## config.mk

```make
export PLATFORM = sky130hd
export DESIGN_NAME = hv_supply_sequencer_flat
export DESIGN_NICKNAME = d
export VERILOG_FILES = /design/src/rtl/rpsc_pkg.sv /design/src/rtl/hv_supply_sequencer_if.sv /design/src/rtl/tick_gen.sv /design/src/rtl/hv_supply_sequencer.sv /design/src/flat_wrapper.sv
export SDC_FILE = /design/constraint.sdc
export NUM_CORES = 1
export LEC_CHECK = 0
export CORE_MARGIN = 10
export CORE_UTILIZATION = 53
export CTS_CLUSTER_DIAMETER = 80
export DETAILED_ROUTE_END_ITERATION = 16
export PLACE_DENSITY = 0.82
export SYNTH_ARGS = -nofsm -noshare
export SYNTH_HDL_FRONTEND = slang
export SYNTH_SLANG_ARGS = --single-unit
```

## constraint.sdc

```tcl
create_clock -name clk -period 2.21 [get_ports clk]
set_clock_uncertainty 0.05 [all_clocks]
set_input_delay 0.442 -clock clk [delete_from_list [all_inputs] [get_ports clk]]
set_output_delay 0.442 -clock clk [all_outputs]
set_load 0.01 [all_outputs]
```

## src/rtl/rpsc_pkg.sv

```systemverilog
// Shared types and small helpers for the HV supply sequencer and its sibling card timers.
// State and fault encodings are visible on the debug outputs, so their values are fixed.
package rpsc_pkg;

  typedef enum logic [2:0] {
    IDLE     = 3'd0,
    G1_RAMP  = 3'd1,
    AN_WAIT  = 3'd2,
    AN_RAMP  = 3'd3,
    RUNNING  = 3'd4,
    SHUTDOWN = 3'd5,
    FAULT    = 3'd6
  } seq_state_t;

  typedef enum logic [2:0] {
    NONE         = 3'd0,
    G1_TMO       = 3'd1,
    AN_PERM_TMO  = 3'd2,
    AN_TMO       = 3'd3,
    G1_PERM_LOST = 3'd4,
    G1_OK_LOST   = 3'd5,
    AN_OK_LOST   = 3'd6,
    AN_PERM_LOST = 3'd7
  } fault_code_t;

  function automatic int unsigned max4(input int unsigned a, input int unsigned b,
                                       input int unsigned c, input int unsigned d);
    int unsigned m;
    m = a;
    if (b > m) m = b;
    if (c > m) m = c;
    if (d > m) m = d;
    return m;
  endfunction

  // G1 stays requested through the whole sequence, including the settle phase.
  function automatic logic g1_requested(input seq_state_t s);
    return s inside {G1_RAMP, AN_WAIT, AN_RAMP, RUNNING, SHUTDOWN};
  endfunction

  // Anode is only requested in states that already require G1.
  function automatic logic an_requested(input seq_state_t s);
    return s inside {AN_RAMP, RUNNING};
  endfunction

  function automatic fault_code_t timeout_code(input seq_state_t s);
    case (s)
      G1_RAMP: return G1_TMO;
      AN_WAIT: return AN_PERM_TMO;
      AN_RAMP: return AN_TMO;
      default: return NONE;
    endcase
  endfunction

  function automatic seq_state_t ramp_successor(input seq_state_t s);
    case (s)
      G1_RAMP: return AN_WAIT;
      AN_WAIT: return AN_RAMP;
      AN_RAMP: return RUNNING;
      default: return s;
    endcase
  endfunction

endpackage

```

## src/rtl/hv_supply_sequencer_if.sv

```systemverilog
// Signal bundle between operator command logic / card 2 interlock and the HV sequencer.
// All signals are levels: commands and status are sampled every clock, outputs are registered.
interface hv_supply_sequencer_if;
  logic       start_cmd;
  logic       stop_cmd;
  logic       fault_clr;
  logic       g1_perm_n;
  logic       g1_ok_n;
  logic       an_perm;
  logic       an_ok_n;
  logic       g1_ps_act;
  logic       an_ps_act;
  logic       ready;
  logic       fault;
  logic [2:0] fault_code;
  logic [2:0] state;

  modport master (
    output start_cmd, stop_cmd, fault_clr, g1_perm_n, g1_ok_n, an_perm, an_ok_n,
    input  g1_ps_act, an_ps_act, ready, fault, fault_code, state
  );

  modport slave (
    input  start_cmd, stop_cmd, fault_clr, g1_perm_n, g1_ok_n, an_perm, an_ok_n,
    output g1_ps_act, an_ps_act, ready, fault, fault_code, state
  );
endinterface

```

## src/rtl/tick_gen.sv

```systemverilog
// Free-running divider producing a one-cycle tick every TICK_DIV clocks.
// Reused by other cards' timers; it never restarts except on reset.
module tick_gen #(
  parameter int unsigned TICK_DIV = 781250
) (
  input  logic clk,
  input  logic reset,
  output logic tick
);
  localparam int CW = (TICK_DIV > 1) ? $clog2(TICK_DIV) : 1;
  localparam logic [CW-1:0] LAST = CW'(TICK_DIV - 1);

  logic [CW-1:0] cnt;

  always_ff @(posedge clk or posedge reset) begin
    if (reset) begin
      cnt  <= '0;
      tick <= 1'b0;
    end else if (cnt == LAST) begin
      cnt  <= '0;
      tick <= 1'b1;
    end else begin
      cnt  <= cnt + CW'(1);
      tick <= 1'b0;
    end
  end
endmodule

```

## src/rtl/hv_supply_sequencer.sv

```systemverilog
// G1/anode power-up and power-down sequencer with coded, latched faults.
// Outputs are registered from the next state so they move on the same edge as state.
module hv_supply_sequencer
  import rpsc_pkg::*;
#(
  parameter int unsigned TICK_DIV        = 781250,
  parameter int unsigned G1_TIMEOUT      = 192,
  parameter int unsigned AN_PERM_TIMEOUT = 64,
  parameter int unsigned AN_TIMEOUT      = 320,
  parameter int unsigned SETTLE          = 64
) (
  input logic                  clk,
  input logic                  reset,
  hv_supply_sequencer_if.slave sq
);
  localparam int unsigned TMAX = max4(G1_TIMEOUT, AN_PERM_TIMEOUT, AN_TIMEOUT, SETTLE);
  localparam int TW = $clog2(TMAX) + 1;

  seq_state_t    cur_state, nxt_state;
  fault_code_t   cur_code, nxt_code;
  logic [TW-1:0] timer, timer_nxt;
  logic          tick;
  logic          tmo_hit;
  logic          advance;
  logic          g1_ok_checked, an_perm_checked;
  logic          g1_act_q, an_act_q, ready_q, fault_q;

  tick_gen #(.TICK_DIV(TICK_DIV)) u_tick_gen (
    .clk  (clk),
    .reset(reset),
    .tick (tick)
  );

  // Timeout compares against the count including this cycle's tick, so the
  // transition lands on the edge that delivers the Nth tick.
  assign timer_nxt = (tick && (timer != '1)) ? timer + TW'(1) : timer;

  always_comb begin
    tmo_hit = 1'b0;
    case (cur_state)
      G1_RAMP:  tmo_hit = (timer_nxt >= TW'(G1_TIMEOUT));
      AN_WAIT:  tmo_hit = (timer_nxt >= TW'(AN_PERM_TIMEOUT));
      AN_RAMP:  tmo_hit = (timer_nxt >= TW'(AN_TIMEOUT));
      SHUTDOWN: tmo_hit = (timer_nxt >= TW'(SETTLE));
      default:  tmo_hit = 1'b0;
    endcase
  end

  assign g1_ok_checked   = cur_state inside {AN_WAIT, AN_RAMP, RUNNING};
  assign an_perm_checked = cur_state inside {AN_RAMP, RUNNING};
  assign advance = ((cur_state == G1_RAMP) && !sq.g1_ok_n) ||
                   ((cur_state == AN_WAIT) &&  sq.an_perm) ||
                   ((cur_state == AN_RAMP) && !sq.an_ok_n);

  // Priority within the active states: permission/OK losses, then timeout,
  // then stop, then forward progress.
  always_comb begin
    nxt_state = cur_state;
    nxt_code  = (cur_state == FAULT) ? cur_code : NONE;
    case (cur_state)
      IDLE: begin
        if (sq.start_cmd && !sq.stop_cmd && !sq.g1_perm_n) nxt_state = G1_RAMP;
      end
      G1_RAMP, AN_WAIT, AN_RAMP, RUNNING: begin
        if (sq.g1_perm_n) begin
          nxt_state = FAULT;
          nxt_code  = G1_PERM_LOST;
        end else if (g1_ok_checked && sq.g1_ok_n) begin
          nxt_state = FAULT;
          nxt_code  = G1_OK_LOST;
        end else if (an_perm_checked && !sq.an_perm) begin
          nxt_state = FAULT;
          nxt_code  = AN_PERM_LOST;
        end else if ((cur_state == RUNNING) && sq.an_ok_n) begin
          nxt_state = FAULT;
          nxt_code  = AN_OK_LOST;
        end else if (tmo_hit) begin
          nxt_state = FAULT;
          nxt_code  = timeout_code(cur_state);
        end else if (sq.stop_cmd) begin
          nxt_state = SHUTDOWN;
        end else if (advance) begin
          nxt_state = ramp_successor(cur_state);
        end
      end
      SHUTDOWN: begin
        if (sq.g1_perm_n) begin
          nxt_state = FAULT;
          nxt_code  = G1_PERM_LOST;
        end else if (tmo_hit) begin
          nxt_state = IDLE;
        end
      end
      FAULT: begin
        if (sq.fault_clr && !sq.start_cmd) begin
          nxt_state = IDLE;
          nxt_code  = NONE;
        end
      end
      default: begin
        nxt_state = IDLE;
        nxt_code  = NONE;
      end
    endcase
  end

  always_ff @(posedge clk or posedge reset) begin
    if (reset) begin
      cur_state <= IDLE;
      cur_code  <= NONE;
      timer     <= '0;
      g1_act_q  <= 1'b0;
      an_act_q  <= 1'b0;
      ready_q   <= 1'b0;
      fault_q   <= 1'b0;
    end else begin
      cur_state <= nxt_state;
      cur_code  <= nxt_code;
      timer     <= (nxt_state != cur_state) ? '0 : timer_nxt;
      g1_act_q  <= g1_requested(nxt_state);
      an_act_q  <= an_requested(nxt_state);
      ready_q   <= (nxt_state == RUNNING);
      fault_q   <= (nxt_state == FAULT);
    end
  end

  assign sq.g1_ps_act  = g1_act_q;
  assign sq.an_ps_act  = an_act_q;
  assign sq.ready      = ready_q;
  assign sq.fault      = fault_q;
  assign sq.fault_code = cur_code;
  assign sq.state      = cur_state;
endmodule
```

## src/flat_wrapper.sv

```systemverilog
// flat-port wrapper written by rule: the top's interface ports become plain ports
module hv_supply_sequencer_flat import rpsc_pkg::*;
#(
  parameter int unsigned TICK_DIV        = 781250,
  parameter int unsigned G1_TIMEOUT      = 192,
  parameter int unsigned AN_PERM_TIMEOUT = 64,
  parameter int unsigned AN_TIMEOUT      = 320,
  parameter int unsigned SETTLE          = 64
)
  (clk, reset, sq_start_cmd, sq_stop_cmd, sq_fault_clr, sq_g1_perm_n, sq_g1_ok_n, sq_an_perm, sq_an_ok_n, sq_g1_ps_act, sq_an_ps_act, sq_ready, sq_fault, sq_fault_code, sq_state);
  hv_supply_sequencer_if sq_i ();
  input logic clk;
  input logic reset;
  input wire logic [$bits(sq_i.start_cmd)-1:0] sq_start_cmd;
  input wire logic [$bits(sq_i.stop_cmd)-1:0] sq_stop_cmd;
  input wire logic [$bits(sq_i.fault_clr)-1:0] sq_fault_clr;
  input wire logic [$bits(sq_i.g1_perm_n)-1:0] sq_g1_perm_n;
  input wire logic [$bits(sq_i.g1_ok_n)-1:0] sq_g1_ok_n;
  input wire logic [$bits(sq_i.an_perm)-1:0] sq_an_perm;
  input wire logic [$bits(sq_i.an_ok_n)-1:0] sq_an_ok_n;
  output wire logic [$bits(sq_i.g1_ps_act)-1:0] sq_g1_ps_act;
  output wire logic [$bits(sq_i.an_ps_act)-1:0] sq_an_ps_act;
  output wire logic [$bits(sq_i.ready)-1:0] sq_ready;
  output wire logic [$bits(sq_i.fault)-1:0] sq_fault;
  output wire logic [$bits(sq_i.fault_code)-1:0] sq_fault_code;
  output wire logic [$bits(sq_i.state)-1:0] sq_state;
  assign sq_i.start_cmd = sq_start_cmd;
  assign sq_i.stop_cmd = sq_stop_cmd;
  assign sq_i.fault_clr = sq_fault_clr;
  assign sq_i.g1_perm_n = sq_g1_perm_n;
  assign sq_i.g1_ok_n = sq_g1_ok_n;
  assign sq_i.an_perm = sq_an_perm;
  assign sq_i.an_ok_n = sq_an_ok_n;
  assign sq_g1_ps_act = sq_i.g1_ps_act;
  assign sq_an_ps_act = sq_i.an_ps_act;
  assign sq_ready = sq_i.ready;
  assign sq_fault = sq_i.fault;
  assign sq_fault_code = sq_i.fault_code;
  assign sq_state = sq_i.state;
  hv_supply_sequencer #(.TICK_DIV(TICK_DIV), .G1_TIMEOUT(G1_TIMEOUT), .AN_PERM_TIMEOUT(AN_PERM_TIMEOUT), .AN_TIMEOUT(AN_TIMEOUT), .SETTLE(SETTLE)) u_core (.clk(clk), .reset(reset), .sq(sq_i));
endmodule
```

==> flow_metrics.env, run 1 <==
export IMPL_status="finished, violations left"
export IMPL_violations="negative setup slack"
export IMPL_crit_required_ps=2360
export IMPL_clk_latency_ps=310
export IMPL_relSlewSlack_pct=64.9
export IMPL_ys_flop_type="dfrtp_1"
export IMPL_viasPerCell=6.39
export IMPL_power_internal_w=0.00230
export IMPL_synth_edff_count=0
export IMPL_path_cells="ha_4 > and4_4 > a21o_4 > a21oi_4 > buf_6 > a31oi_4 > a211oi_4 > a21oi_4 > mux2_4"
export IMPL_synth_compound_area_share_pct=17.7
export IMPL_hold_end="u_core.u_tick_gen.cnt[12]$_DFF_PP0_"
export IMPL_core_rowCount=24
export IMPL_yosys_warnings=0
export IMPL_synth_cells=258
export IMPL_cap_viol_max_count=0
export IMPL_crit_reg2reg_launch="u_core.timer[1]$_DFF_PP0_"
export IMPL_place_congestion=0.910
export IMPL_path_max_fanout=4
export IMPL_clk_path_buf_depth=2
export IMPL_drtAntennaViolNets=0
export IMPL_clock_sinks=41
export IMPL_synth_xor_area_share_pct=7.47
export IMPL_fp_dieArea_um2=7780
export IMPL_nets=359
export IMPL_grt_max_degree=42
export IMPL_routed_wl_um=8370
export IMPL_grt_use_total_pct=20.8
export IMPL_syn_to_final_growth_pct=47.6
export IMPL_n_antenna_cell=0
export IMPL_placeableCoreArea_um2=4410
export IMPL_synth_mux_area_share_pct=3.20
export IMPL_final_util_pct=82.4
export IMPL_antenna_found_initial=0
export IMPL_crit_buf_inv=1
export IMPL_ctsHoldBuffers=0
export IMPL_grt_pass1_wl_um=13000
export IMPL_synth_top_family_by_area="simple AND/OR/NAND/NOR gates"
export IMPL_cp_end_kind="flop"
export IMPL_worst_path_max_delay_cell="dfrtp_2"
export IMPL_crit_arrival_ps=2690
export IMPL_holdCritStartpoint="u_core.u_tick_gen.cnt[12]$_DFF_PP0_"
export IMPL_post_route_period_util_pct=115
export IMPL_p_leak_nw=1.56
export IMPL_ios=19
export IMPL_setup_ws_ps=-331
export IMPL_whs_path_depth=1
export IMPL_p_per_area_nw_per_um2=1090
export IMPL_power_frac_clock_pct=15.8
export IMPL_hpwl_um=4370
export IMPL_port_buffer_count=18
export IMPL_setup_viol=19
export IMPL_cts_root_buf="clkbuf_8"
export IMPL_grt_overflow_total=0
export IMPL_synth_fp_nets=270
export IMPL_fin_crit_ps=2540
export IMPL_die_x_um=88.2
export IMPL_synth_seq_cells=41
export IMPL_synth_avg_cell_area_um2=9.55
export IMPL_hp_class="reg -> reg"
export IMPL_slew_violations=0
export IMPL_first_pass_iters=5
export IMPL_cts_tree="built"
export IMPL_p_total_w=0.00395
export IMPL_worstMarginPinSlew_ps=524
export IMPL_rsz0062_at_grt="yes"
export IMPL_grt_pass1_vias=2646
export IMPL_pwr_share_comb_pct=61.0
export IMPL_path_common_cell="a21oi_4"
export IMPL_clock_fmax_mhz=394
export IMPL_critPathKind="reg -> reg"
export IMPL_synthSimpleGateAreaFrac_pct=24.7
export IMPL_seqPwrFrac_pct=23.2
export IMPL_ir_drop_uv=604
export IMPL_whs_ps=443
export IMPL_initial_core_util_pct=55.8
export IMPL_first_iter_violations=351
export IMPL_synth_cell_types=61
export IMPL_vias=2556
export IMPL_slowest_delay_ps=450
export IMPL_routedWlPerCell_um=20.9
export IMPL_layout_drive_gt1_share_pct=39.1
export IMPL_numCtsBuffers=5
export IMPL_p_sw_share_pct=41.8
export IMPL_cts_htree_levels=2
export IMPL_p_sw_w=0.00165
export IMPL_rrSetupSlack_ps=-330
export IMPL_synthesis_area_um2=2460
export IMPL_die_height_um=88.2
export IMPL_hold_violations=0
export IMPL_async_flop_share_pct=100
export IMPL_start_kind="flop"
export IMPL_r2r_cells=9
export IMPL_yosysSeqAreaShare_pct=41.6
export IMPL_critPathTopFamily="compound AO/OA/AOI/OAI gates"
export IMPL_drc_errors=0
export IMPL_r2r_end="u_core.sq.an_ps_act$_DFF_PP0_"
export IMPL_clkTransAtPathRegs_ps=90
export IMPL_synthAdderAreaFrac_pct=1.52
[per-stage QoR]
step / setup TNS (ps) / setup WS, ps / cell area, um^2 / std cells
after global placement: -4310 / -320 / 3050 / 367
after floorplan: 0 / 6.00 / 2490 / 258
after CTS: -1340 / -152 / 3460 / 393
final: -3210 / -331 / 3640 / 400
after global routing: -4690 / -365 / 3640 / 400
after detailed placement: -5120 / -433 / 3050 / 367
[cells in the mapped netlist (2+ instances only)]
cell type,number,area [um^2]
a211oi_1,3,22.5
mux2i_1,3,30.0
nor2b_1,5,31.3
ha_1,3,37.5
nor4_1,3,18.8
xor2_1,12,105
nor3_1,8,40.0
inv_1,11,41.3
o22a_1,2,17.5
nand2b_1,3,18.8
nand4_1,7,43.8
a21oi_1,8,40.0
a211oi_2,2,25.0
nor2_1,32,120
and3_1,4,25.0
buf_6,2,22.5
clkbuf_1,4,15.0
nand2_1,19,71.3
and2_1,3,18.8
o31ai_1,3,22.5
a31oi_1,2,12.5
or3_1,2,12.5
nand4_2,2,25.0
xnor2_1,9,78.8
dfrtp_1,41,1030
a21o_1,2,15.0
o21ai_0,12,60.1
nand3_1,13,65.1
a21oi_4,2,32.5
and4_1,5,43.8
[sequential cells by signal, summed over array words and instances (netlist names)]
signal and cells:
u_core.sq.fault_code 3, u_core.sq.g1_ps_act 1, u_core.u_tick_gen.cnt 20, u_core.timer 10
u_core.sq.state 3, u_core.u_tick_gen.tick 1, u_core.sq.an_ps_act 1, u_core.sq.ready 1
u_core.sq.fault 1
[layer usage]
| layer | share of wire, % | global-route usage [%] | up-vias |
|---|---|---|---|
| li1 | - | - | 1105 |
| met1 | 37 | 23.5 | 1215 |
| met2 | 49 | 34.9 | 182 |
| met3 | 8.4 | 5.01 | 54 |
| met4 | 5.5 | 12.3 | 0 |
| met5 | 0 | 0 | - |
[cell families after synthesis]
group | Yosys count
AOI/OAI and AO/OA | 53
xor gates and xnor gates | 21
DFF | 41
buffers and inverters | 19
and+or+nand+nor | 115
adders and majority gates | 3
muxes | 6
[worst max-delay path by stage]
stage | from | depth (start not counted) | endpoint
CTS | u_core.timer[0]$_DFF_PP0_ | 10 | u_core.sq.an_ps_act$_DFF_PP0_
detailed placement | sq_an_ok_n | 8 | u_core.sq.an_ps_act$_DFF_PP0_
finish | u_core.timer[1]$_DFF_PP0_ | 9 | u_core.sq.an_ps_act$_DFF_PP0_
global placement | sq_g1_ok_n | 8 | u_core.sq.an_ps_act$_DFF_PP0_
floorplan | u_core.timer[2]$_DFF_PP0_ | 8 | u_core.sq.an_ps_act$_DFF_PP0_
global route | u_core.timer[0]$_DFF_PP0_ | 9 | u_core.sq.an_ps_act$_DFF_PP0_
[cell type report]
cell class / instances / area [um^2]
fill: 214 / 778
inverter: 11 / 41.3
clock inverter: 3 / 46.3
clock buffer: 5 / 68.8
tap: 52 / 65.1
timing repair buffer: 90 / 773
multi-input combinational: 198 / 1610
sequential: 41 / 1030
[layout by cell type (no fill, tap or decap), types with 4 or more instances in the layout]
cell type	n
clkbuf_8	5
a21oi_4	4
xor2_1	12
inv_1	10
nor2_1	23
buf_4	66
a21oi_1	6
nor2_4	8
nand4_1	7
and3_1	4
nor3_1	7
nand3_1	13
o21ai_0	9
clkdlybuf4s50_1	17
nor2b_1	4
nand2_1	18
dfrtp_1	39
xnor2_1	9
[power groups by stage]
stage / combinational, W / sequential (W) / clock [W]
CTS: 0.00206 / 0.000895 / 0.000622
floorplan: 0.000925 / 0.000934 / 0
global route: 0.00252 / 0.000923 / 0.000671
detailed placement: 0.00164 / 0.000908 / 0
global placement: 0.00160 / 0.000904 / 0
finish: 0.00241 / 0.000917 / 0.000627
[timing repair]
item | in CTS | in global routing
setup buffers | 18 | 7
gates resized for setup | 26 | 34
gates cloned | 1 | 0
hold endpoints to repair | 0 | 0
pin swaps | 15 | 15
setup endpoints to repair | 18 | 19
Power figures use the tool's default switching activity.
==> run 2, diff against run 1 <==
--- a/config.mk
+++ b/config.mk
@@ -6,10 +6,10 @@
 export NUM_CORES = 1
 export LEC_CHECK = 0
 export CORE_MARGIN = 10
-export CORE_UTILIZATION = 53
+export CORE_UTILIZATION = 42
 export CTS_CLUSTER_DIAMETER = 80
 export DETAILED_ROUTE_END_ITERATION = 16
-export PLACE_DENSITY = 0.82
+export PLACE_DENSITY = 0.69
 export SYNTH_ARGS = -nofsm -noshare
 export SYNTH_HDL_FRONTEND = slang
 export SYNTH_SLANG_ARGS = --single-unit
==> run 2 against run 1 <==
  * The flow still finishes with violations (negative setup slack)
  * Critical endpoint unchanged
  * Clock power decreased by 1%
  * Worst setup slack improved by 170 ps
  * Combinational power decreased by 10%
  * Flip-flop and latch count unchanged
  * Largest cell class unchanged
  * Die area increased by 20%
  * Via count decreased by 13%
  * Clock-buffer cell count increased by 2
  * Cell count increased by 3.3%
  * Global-route usage decreased by 7.8 points
  * Non-clock buffer count decreased by 7
  * Hold slack got worse by 8.3 ps
==> flow_metrics.env, run 2 (synthesis gave the netlist of run 1 again) <==
export IMPL_status="finished, violations left"
export IMPL_violations="negative setup slack"
export IMPL_initial_core_util_pct=43.9
export IMPL_slew_violations=0
export IMPL_cts_tree="built"
export IMPL_syn_to_final_growth_pct=44.8
export IMPL_port_buffer_count=18
export IMPL_first_pass_iters=4
export IMPL_relSlewSlack_pct=61.6
export IMPL_fp_dieArea_um2=9330
export IMPL_largest_reg_flops=20
export IMPL_die_x_um=96.6
export IMPL_post_route_period_util_pct=107
export IMPL_grt_pass1_vias=2063
export IMPL_rsz0062_at_grt="yes"
export IMPL_rrSetupSlack_ps=-160
export IMPL_critical_path_startpoint="u_core.timer[4]$_DFF_PP0_"
export IMPL_vias=2229
export IMPL_place_congestion=0.889
export IMPL_final_util_pct=63.6
export IMPL_routedWlPerCell_um=15.3
export IMPL_worstMarginPinSlew_ps=574
export IMPL_critPathKind="reg -> reg"
export IMPL_hp_class="reg -> reg"
export IMPL_n_fill_cell=453
export IMPL_hpwl_um=4230
export IMPL_cts_root_buf="clkbuf_8"
export IMPL_setup_viol=17
export IMPL_holdCritStartpoint="u_core.u_tick_gen.cnt[12]$_DFF_PP0_"
export IMPL_antenna_found_initial=0
export IMPL_clock_fmax_mhz=422
export IMPL_nets=352
export IMPL_start_kind="flop"
export IMPL_setup_ws_ps=-158
export IMPL_p_per_area_nw_per_um2=1030
export IMPL_cts_htree_levels=2
export IMPL_path_max_fanout=8
export IMPL_fin_crit_ps=2370
export IMPL_placeableCoreArea_um2=5610
export IMPL_crit_required_ps=2350
export IMPL_regMostFlops="u_core.u_tick_gen.cnt"
export IMPL_clock_sinks=41
export IMPL_numCtsBuffers=5
export IMPL_slowest_delay_ps=380
export IMPL_grt_overflow_total=0
export IMPL_crit_reg2reg_launch="u_core.timer[4]$_DFF_PP0_"
export IMPL_dpl_cell_area_um2=3100
export IMPL_clk_path_buf_depth=2
export IMPL_ios=19
export IMPL_drtAntennaViolNets=0
export IMPL_drc_errors=0
export IMPL_p_leak_nw=1.52
export IMPL_place_ws_ps=-400
export IMPL_cap_viol_max_count=0
export IMPL_mostFrequentLayoutCells="buf_4 (60), dfrtp_1 (39), nor2_1 (23)"
export IMPL_n_antenna_cell=0
export IMPL_cp_end_kind="flop"
export IMPL_grt_pass1_wl_um=9790
export IMPL_first_iter_violations=98
export IMPL_clk_latency_ps=290
export IMPL_whs_ps=435
export IMPL_worst_path_max_delay_cell="dfrtp_1"
export IMPL_routed_wl_um=6320
export IMPL_final_common_cell="buf_4"
export IMPL_ir_drop_uv=543
export IMPL_layout_drive_gt1_share_pct=36.1
export IMPL_hold_violations=0
export IMPL_fin_area_um2=3570
export IMPL_clkTransAtPathRegs_ps=80
export IMPL_grt_max_degree=42
export IMPL_crit_arrival_ps=2500
export IMPL_critPathCapture="u_core.sq.an_ps_act$_DFF_PP0_"
export IMPL_viasPerCell=5.40
export IMPL_path_cells="and4_4 > nand3_4 > mux2i_4 > buf_12 > a311oi_4 > buf_4 > a211oi_4 > a21oi_2 > mux2_4"
export IMPL_core_rowCount=27
export IMPL_grt_use_total_pct=13.0
export IMPL_die_height_um=96.6
export IMPL_r2r_cells=9
export IMPL_top_regs="u_core.u_tick_gen.cnt (20), u_core.timer (10)"
export IMPL_r2r_end="u_core.sq.an_ps_act$_DFF_PP0_"
## run 2: area by class of cell
cell class,count,area [um^2],share of cell area [%]
multi-input cells,198,1590,44.6
flip-flops and latches,41,1030,28.8
repair buffers,83,702,19.7
well taps,72,90.1,2.52
clock buffers,7,86.3,2.42
inverters,11,41.3,1.16
clock inverters,1,30.0,0.842
## run 2: routing by layer
metal	vias to the layer above	part of all wire, %	GRT usage [%]
met1	1071	45	16.4
met2	52	49	21.3
met3	13	4.5	2.85
met5	-	0	0
li1	1093	-	-
met4	0	1.6	4.72
## run 2: power by group
group / leakage [nW] / internal, W / switching [W]
Clock: 0.0585 / 0.000368 / 0.000253
Combinational: 0.924 / 0.00104 / 0.00111
Sequential: 0.542 / 0.000844 / 0.0000673
## run 2: worst min-delay path by stage
stage	endpoint	slack, ps	depth (start not counted)
2_1_floorplan	u_core.u_tick_gen.cnt[19]$_DFF_PP0_	400	1
3_3_place_gp	u_core.u_tick_gen.cnt[12]$_DFF_PP0_	420	1
3_5_place_dp	u_core.u_tick_gen.cnt[12]$_DFF_PP0_	420	1
4_1_cts	u_core.u_tick_gen.cnt[12]$_DFF_PP0_	440	1
5_1_grt	u_core.u_tick_gen.cnt[19]$_DFF_PP0_	460	1
6_report	u_core.u_tick_gen.cnt[12]$_DFF_PP0_	440	1
## run 2: timing repair
action | CTS | global route
setup endpoints to repair | 18 | 18
hold buffers | 0 | 0
setup buffers | 7 | 5
gates cloned | 0 | 1
gates resized for setup | 7 | 49
pin swaps | 7 | 16
## run 2: through the flow
| step | total power [W] | cells | setup TNS, ps |
|---|---|---|---|
| 6_report | 0.00369 | 413 | -876 |
| 5_1_grt | 0.00389 | 413 | -2540 |
| 4_1_cts | 0.00323 | 407 | -807 |
| 3_5_place_dp | 0.00255 | 392 | -5800 |
| 3_3_place_gp | 0.00253 | 392 | -5010 |
| 2_1_floorplan | 0.00186 | 258 | 0 |
## run 2: critical path: cells and delay by family, from the launching register on
family,cells,cell delay [ps]
AO/OA/AOI/OAI,3,590
buffers and inverters,2,330
flip-flops,1,380
multiplexers,2,520
AND/OR/NAND/NOR,2,400
